<file path="config.mk">
export PLATFORM = sky130hd
export DESIGN_NAME = ballot_controller_n
export DESIGN_NICKNAME = d
export VERILOG_FILES = /design/src/rtl/ballot_controller_n.sv
export SDC_FILE = /design/constraint.sdc
export NUM_CORES = 1
export LEC_CHECK = 0
export CAP_MARGIN = 10
export CORE_AREA = 2 2 137 139
export DETAILED_ROUTE_END_ITERATION = 12
export DIE_AREA = 0 0 139 141
export PLACE_DENSITY = 0.42
export SLEW_MARGIN = 10
export SYNTH_ARGS = -nofsm -noshare
export SYNTH_HDL_FRONTEND = slang
export SYNTH_SLANG_ARGS = --single-unit
</file>
<file path="constraint.sdc">
create_clock -name clock -period 8.4 [get_ports clock]
set_input_delay 1.68 -clock clock [delete_from_list [all_inputs] [get_ports clock]]
set_output_delay 1.68 -clock clock [all_outputs]
set_load 0.02 [all_outputs]
</file>
<file path="src/rtl/ballot_controller_n.sv">
// ballot_controller_n: armed one-vote-per-ballot controller with debounced buttons,
// saturating tallies, and registered winner/tie detection. Rev 1.0
`default_nettype none

module ballot_controller_n #(
  parameter  int NUM_CAND = 4,
  parameter  int COUNT_W  = 8,
  parameter  int DEBOUNCE = 10,
  parameter  int LED_HOLD = 10,
  localparam int IDX_W    = $clog2(NUM_CAND)
) (
  input  logic                clock,
  input  logic                reset_n,
  input  logic                mode,
  input  logic                arm,
  input  logic [NUM_CAND-1:0] button,
  output logic [COUNT_W-1:0]  led,
  output logic                ballot_armed,
  output logic                vote_accepted,
  output logic                multi_press,
  output logic                overflow,
  output logic [IDX_W-1:0]    winner_idx,
  output logic                winner_valid,
  output logic                tie
);

  localparam int DB_W   = $clog2(DEBOUNCE + 1);
  localparam int HOLD_W = $clog2(LED_HOLD + 1);
  localparam logic [COUNT_W-1:0] TALLY_MAX = '1;

  typedef enum logic [1:0] {IDLE = 2'd0, ARMED = 2'd1, HOLD = 2'd2} state_t;

  state_t              state, state_nxt;
  logic [HOLD_W-1:0]   hold_cnt;
  logic [DB_W-1:0]     db_cnt [NUM_CAND];
  logic [COUNT_W-1:0]  tally  [NUM_CAND];
  logic [NUM_CAND-1:0] press;
  logic                one_press, accept, reject;
  logic [COUNT_W-1:0]  held_val;
  logic [COUNT_W-1:0]  max_val;
  logic [IDX_W-1:0]    max_idx;
  logic                multi_max;

  // press fires on the sample that carries the counter into DEBOUNCE
  always_comb begin
    for (int i = 0; i < NUM_CAND; i++)
      press[i] = button[i] && (db_cnt[i] == DB_W'(DEBOUNCE - 1));
    one_press = (press != '0) && ((press & (press - 1'b1)) == '0);
  end

  always_comb begin
    held_val = '0;
    for (int i = NUM_CAND - 1; i >= 0; i--)
      if (button[i]) held_val = tally[i];
  end

  always_comb begin
    max_val   = '0;
    max_idx   = '0;
    multi_max = 1'b0;
    for (int i = 0; i < NUM_CAND; i++)
      if (tally[i] > max_val) begin
        max_val = tally[i];
        max_idx = IDX_W'(i);
      end
    for (int i = 0; i < NUM_CAND; i++)
      if (tally[i] == max_val && IDX_W'(i) != max_idx) multi_max = 1'b1;
  end

  // Mode 1 cancels an open ballot even if a press lands on the same cycle
  always_comb begin
    state_nxt = state;
    accept    = 1'b0;
    reject    = 1'b0;
    case (state)
      IDLE:  if (arm && !mode) state_nxt = ARMED;
      ARMED: begin
        if (mode) state_nxt = IDLE;
        else if (one_press) begin
          accept    = 1'b1;
          state_nxt = HOLD;
        end else if (press != '0) reject = 1'b1;
      end
      HOLD:    if (hold_cnt == HOLD_W'(LED_HOLD - 1)) state_nxt = IDLE;
      default: state_nxt = IDLE;
    endcase
  end

  always_ff @(posedge clock or negedge reset_n) begin
    if (!reset_n) begin
      state         <= IDLE;
      hold_cnt      <= '0;
      led           <= '0;
      ballot_armed  <= 1'b0;
      vote_accepted <= 1'b0;
      multi_press   <= 1'b0;
      overflow      <= 1'b0;
      winner_idx    <= '0;
      winner_valid  <= 1'b0;
      tie           <= 1'b0;
      for (int i = 0; i < NUM_CAND; i++) begin
        db_cnt[i] <= '0;
        tally[i]  <= '0;
      end
    end else begin
      state         <= state_nxt;
      hold_cnt      <= (state == HOLD && state_nxt == HOLD) ? hold_cnt + 1'b1 : '0;
      ballot_armed  <= (state_nxt == ARMED);
      vote_accepted <= accept;
      multi_press   <= reject;
      winner_idx    <= (max_val != '0) ? max_idx : '0;
      winner_valid  <= (max_val != '0);
      tie           <= multi_max && (max_val != '0);

      for (int i = 0; i < NUM_CAND; i++) begin
        if (!button[i])                     db_cnt[i] <= '0;
        else if (db_cnt[i] != DB_W'(DEBOUNCE)) db_cnt[i] <= db_cnt[i] + 1'b1;
        if (accept && press[i]) begin
          if (tally[i] == TALLY_MAX) overflow <= 1'b1;
          else                       tally[i] <= tally[i] + 1'b1;
        end
      end

      if (mode) begin
        if (button != '0) led <= held_val;
      end else begin
        led <= (state_nxt == HOLD) ? TALLY_MAX : '0;
      end
    end
  end

endmodule

`default_nettype wire

</file>
; Word-level counts from Yosys, hierarchy flattened
; Cells that the tools add are included.
[word_totals]
ff_bits = 70
input_bits = 8
output_inout_bits = 16
word_cells = 141
[op_classes]
addsub = 10
magnitude_cmp = 4
eq_ne = 29
muxes = 48
bitwise_logic = 5
n_reduce_logical = 27
[op_table]
columns = cell, count
row1 = two-way mux 8 bit, 11
row2 = two-way mux 4 bit, 9
row3 = "adder 8 x 1 -> 8 bit, second input constant", 4
row4 = == test 8 bit, 4
row5 = "== test 8 bit, second input constant", 4
row6 = greater-than comparator 8 bit, 3
row7 = "adder 4 x 1 -> 4 bit, second input constant", 5
row8 = "== test 4 bit, second input constant", 5
row9 = two-way mux 1 bit, 20
row10 = logical AND 1 bit, 16
row11 = "!= test 4 bit, second input constant", 4
row12 = two-way mux 2 bit, 7
row13 = "!= test 2 x 1 -> 1 bit, second input constant", 5
row14 = "greater-than comparator 8 x 1 -> 1 bit, second input constant", 1
row15 = AND reduction 2 bit, 4
row16 = nonzero test 4 bit, 2
row17 = nonzero test 8 bit, 1
row18 = case mux 2 bit (3 select lines), 1
row19 = bitwise AND 4 bit, 1
row20 = "== test 2 x 1 -> 1 bit, second input constant", 2
row21 = "== test 2 bit, second input constant", 2
row22 = logical NOT 4 bit, 1
row23 = "!= test 2 bit, first input constant", 2
row24 = inverter 1 bit, 4
row25 = other kinds (5), 5

; Longest topological paths before layout
[depth]
depth_word = 17
depth_mapped = 37
ltp_nobuf = 34

; Least setup slack after synthesis
; Ideal clock, no wire load.
[synth_path]
kind = flip-flop to flip-flop
startpoint = register tally[24] in the netlist's numbering
endpoint = register tie
setup_ns = 0.082
t_arrival_ns = 6.869
t_required_ns = 8.318
path_slack_ns = 1.450
stages_incl_launch_ff = 36
path_buffers = 3
synth_period_minus_slack_ns = 6.950
path_cell_list = dfrtp_1 inv_1 ha_1 nor4b_1 nand2_1 nand2_1 ha_1 nor2b_2 o211ai_2 a21o_1 a21o_1 clkbuf_1 mux2_2 inv_1 ha_1 o21a_1 o21ai_0 a21oi_1 o221ai_1 o41a_1 nor2_4 o21ai_0 inv_1 ha_1 nand3_1 nor2_1 a32o_1 a21oi_1 clkbuf_1 clkbuf_1 nand2_1 o311ai_1 o31ai_1 nor4_1 nand4_1 a31oi_1
[synth_via]
elab_chain_cells = 15
word_cells_on_any_way = 29
classes_between = 4 x order compare / 7 x eq/ne / 11 x mux / 7 x reduce/logical
[synth_rtl]
columns = item, line
row1 = "start, declared", 36  ; logic [COUNT_W-1:0] tally [NUM_CAND];
row2 = "start signal, assigned by index", 120  ; else tally[i] <= tally[i] + 1'b1;
row3 = greater-than comparator 8 x 1 -> 1 bit, 62  ; if (tally[i] > max_val) begin
row4 = two-way mux 8 bit, 62
row5 = greater-than comparator 8 bit, 62
row6 = two-way mux 8 bit, 62
row7 = greater-than comparator 8 bit, 62
row8 = two-way mux 8 bit, 62
row9 = greater-than comparator 8 bit, 62
row10 = two-way mux 8 bit or two-way mux 2 bit (tied branches), 62
row11 = == test 8 bit or nonzero test 2 bit (tied branches), 67  ; if (tally[i] == max_val && IDX_W'(i) != max_idx) multi_max = 1'b1;
row12 = logical AND 1 bit, 67
row13 = two-way mux 1 bit (4 in series), 67
row14 = logical AND 1 bit (*), 113  ; tie <= multi_max && (max_val != '0);
row15 = "end signal, assigned", 113
row16 = "end, declared", 24  ; output logic tie
; Mark *: on every way between the ends. The rest lies on a longest branch, timed or not.
; A chain may end at the register's enable or synchronous reset.

; Final worst setup path
; Same ends and word-level chain as after synthesis.

==> flow_summary_export.csv <==
group,metric,value,unit
clock_network,postCtsSetupBuffers,0,
detailed_routing,via_per_inst,5.35,
logic_synthesis,async_reset_ff_share,100,%
clock_network,cts_buffers,9,
critical_path,reg2reg_depth,33,
place,hpwl,11.6,mm
die,io_pins,24,
sta,worstMarginPinSlew,1.11,ns
status,outcome,"complete, no violations",
sta,rsz0062_at_grt,"false",
logic_synthesis,synth.avg_cell_area,8.70,um2
clock_network,root_buffer,"clkbuf_16",
cells_and_area,drive_gt1_share,7.47,%
flow_run,cap_violations,0,
hold_path,hold_start,"hold_cnt[0]",
die,dieArea,19600,um2
logic_synthesis,syn_inst,615,
critical_path,critPathLaunchType,"flop",
critical_path,max_stage_delay,0.48,ns
place,numPortBuffers,23,
clock_network,clock_latency,0.35,ns
critical_path,cpLargestDelayFamily,"compound AO/OA/AOI/OAI gates",
detailed_routing,wl_per_cell,18.5,um
power_and_ir_drop,p_seq_share,40.7,%
critical_path,r2r-end,"tie",
die,core_area,18300,um2
critical_path,cpMaxStageDelayCell,"mux2i_2",
logic_synthesis,yosysWarnings,0,
clock_network,htree_levels,3,
sta,post-route-period-util,92.6,%
logic_synthesis,syn_nets,665,
global_route,grt_pass1_wl,25.7,mm
die,die_h,141,um
logic_synthesis,syn-cell-area,5350,um2
cells_and_area,post-route-cell-area,6170,um2
cells_and_area,layout_common_cells,"dfrtp_1, xnor2_1, a21oi_1, nand2_1, nor2_1",
power_and_ir_drop,switching_share,23.4,%
critical_path,r2r_slack,0.62,ns
power_and_ir_drop,ir_drop,0.106,mV
hold_path,min_to,"hold_cnt[0]",
global_route,antenna_found_initial,0,
place,place.gp.congestion,0.856,
global_route,grt_max_degree,71,
hold_path,whs_path_depth,1,
sta,fin_crit,7.78,ns
clock_network,clkSinkCount,70,
detailed_routing,vias,4613,
sta,max_freq,129,MHz
logic_synthesis,seq_area_frac_synth,32.8,%
power_and_ir_drop,leakage,2.64,nW
sta,hold_viol,0,
sta,maxSlewViolCount,0,
critical_path,r2r-start,"tally[24]",
hold_path,holdCritPathClass,"reg -> reg",
clock_network,cts.clk_slew.worst_paths,0.06,ns
logic_synthesis,synth_edf_count,0,
sta,fin_worst_skew,0.00829,ns
place,placed_area,5810,um2
clock_network,clock_tree.buffer_depth,2,
die,start_util,29.3,%
critical_path,path_common_cell,"ha_1",
detailed_routing,route.detailed.drc,0,
cells_and_area,area_growth,15.5,%
critical_path,crit_fanout,19,
die,rows,50,
cells_and_area,final_nets,674,
cells_and_area,diodes,0,
global_route,first_global_vias,4492,
sta,finalSetupTns,0,ns
global_route,grtUsageTotal,16.8,%
critical_path,arrival,8.04,ns
critical_path,endpoint_kind,"flop",
detailed_routing,antenna_left,0,
clock_network,cts_tree,"built",
power_and_ir_drop,power_density,141,nW/um2
cells_and_area,final_common_cell,"dfrtp_1",
power_and_ir_drop,clkPwrFrac,53.7,%
detailed_routing,drt-total-wl,16.0,mm
sta,setup_viol,0,
logic_synthesis,ys_ff_latch,70,
power_and_ir_drop,internal-power,665,uW
critical_path,required,8.66,ns
die,die_w,139,um
logic_synthesis,yosysUniqueCellTypes,65,
critical_path,crit_buf_inv,4,
detailed_routing,first_pass_iters,4,
power_and_ir_drop,power_frac_comb,5.5,%
critical_path,critPathKind,"reg -> reg",
sta,max_slew_margin,25.9,%
detailed_routing,drt_iter0_drc,344,
power_and_ir_drop,switchingPower,203,uW
logic_synthesis,synthFlopType,"dfrtp_1",
global_route,grt_remaining_overflow,0,
## how the worst max path moves through the flow
stage	startpoint	endpoint	slack, ns	cells after the start
finish	tally[24]	tie	0.62	33
detailed placement	tally[24]	tie	0.46	31
floorplan	tally[24]	tie	1.45	35
global placement	tally[24]	tie	0.49	32
global route	tally[24]	tie	0.02	31
CTS	tally[24]	tie	0.42	33
## timing repair
| item | 4_1_cts | 5_1_grt |
|---|---|---|
| endpoints found under the setup margin | 0 | 2 |
| hold buffers | 0 | 0 |
| gates resized for setup | 0 | 3 |
## state kept, by name, summed over array words and instances, names as in the netlist
| signal | count |
|---|---|
| tally | 32 |
| db_cnt | 16 |
| led | 8 |
| hold_cnt | 4 |
| state | 2 |
| winner_idx | 2 |
| ballot_armed | 1 |
| multi_press | 1 |
| overflow | 1 |
| tie | 1 |
| vote_accepted | 1 |
| winner_valid | 1 |
## routing by layer
metal / share of wire, % / wire [um] / up-vias / track usage [%]
li1: - / - / 2235 / -
met1: 48 / 7740 / 2271 / 23.1
met2: 47 / 7440 / 88 / 27.2
met3: 3.1 / 496 / 19 / 2.38
met4: 1.8 / 292 / 0 / 5.48
met5: 0 / 0 / - / 0
## synthesized netlist by cell type (14+ instances only)
cell / number / area share, %
inv_1: 36 / 2.5
o21ai_0: 23 / 2.2
nor2_1: 44 / 3.1
a21oi_1: 47 / 4.4
dfrtp_1: 70 / 33
xor2_1: 16 / 2.6
nand2_1: 47 / 3.3
ha_1: 42 / 9.8
nand3_1: 26 / 2.4
nand4_1: 14 / 1.6
clkbuf_1: 33 / 2.3
xnor2_1: 49 / 8.0
## power by group through the flow
stage / combinational, mW / sequential (mW) / clock [mW]
after CTS: 0.0497 / 0.354 / 0.475
after detailed placement: 0.0495 / 0.360 / 0
final: 0.0481 / 0.354 / 0.466
after global placement: 0.0482 / 0.360 / 0
after floorplan: 0.0236 / 0.361 / 0
after global routing: 0.0554 / 0.356 / 0.488
## metrics by stage
stage | std cells | hold slack (ns) | utilization [%] | setup WS (ns) | power, mW
after floorplan | 615 | 0.461 | - | 1.45 | 0.385
after global placement | 847 | 0.480 | 31.8 | 0.488 | 0.408
after detailed placement | 847 | 0.490 | 31.8 | 0.460 | 0.410
after CTS | 863 | 0.499 | 33.8 | 0.424 | 0.879
after global routing | 863 | 0.514 | 33.8 | 0.0249 | 0.899
final | 863 | 0.496 | 33.8 | 0.623 | 0.868
## cell type report
type	count	area, um2
clock buffer	10	239
clock inverter	6	116
fill	1933	12100
inverter	36	135
multi-input combinational	474	3340
sequential	70	1750
tap	234	293
timing repair buffer	33	303
## cell families (layout without fill, tap and decap cells)
logic type,after synthesis,count (layout),synth area share [%]
simple gates,204,204,19.3
compound gates,147,147,19.2
buf+inv,71,85,4.98
flops,70,70,32.8
xor+xnor,65,65,10.6
fa+ha+maj,42,42,9.83
mux,16,16,3.21
Power figures use the tool's default switching activity.
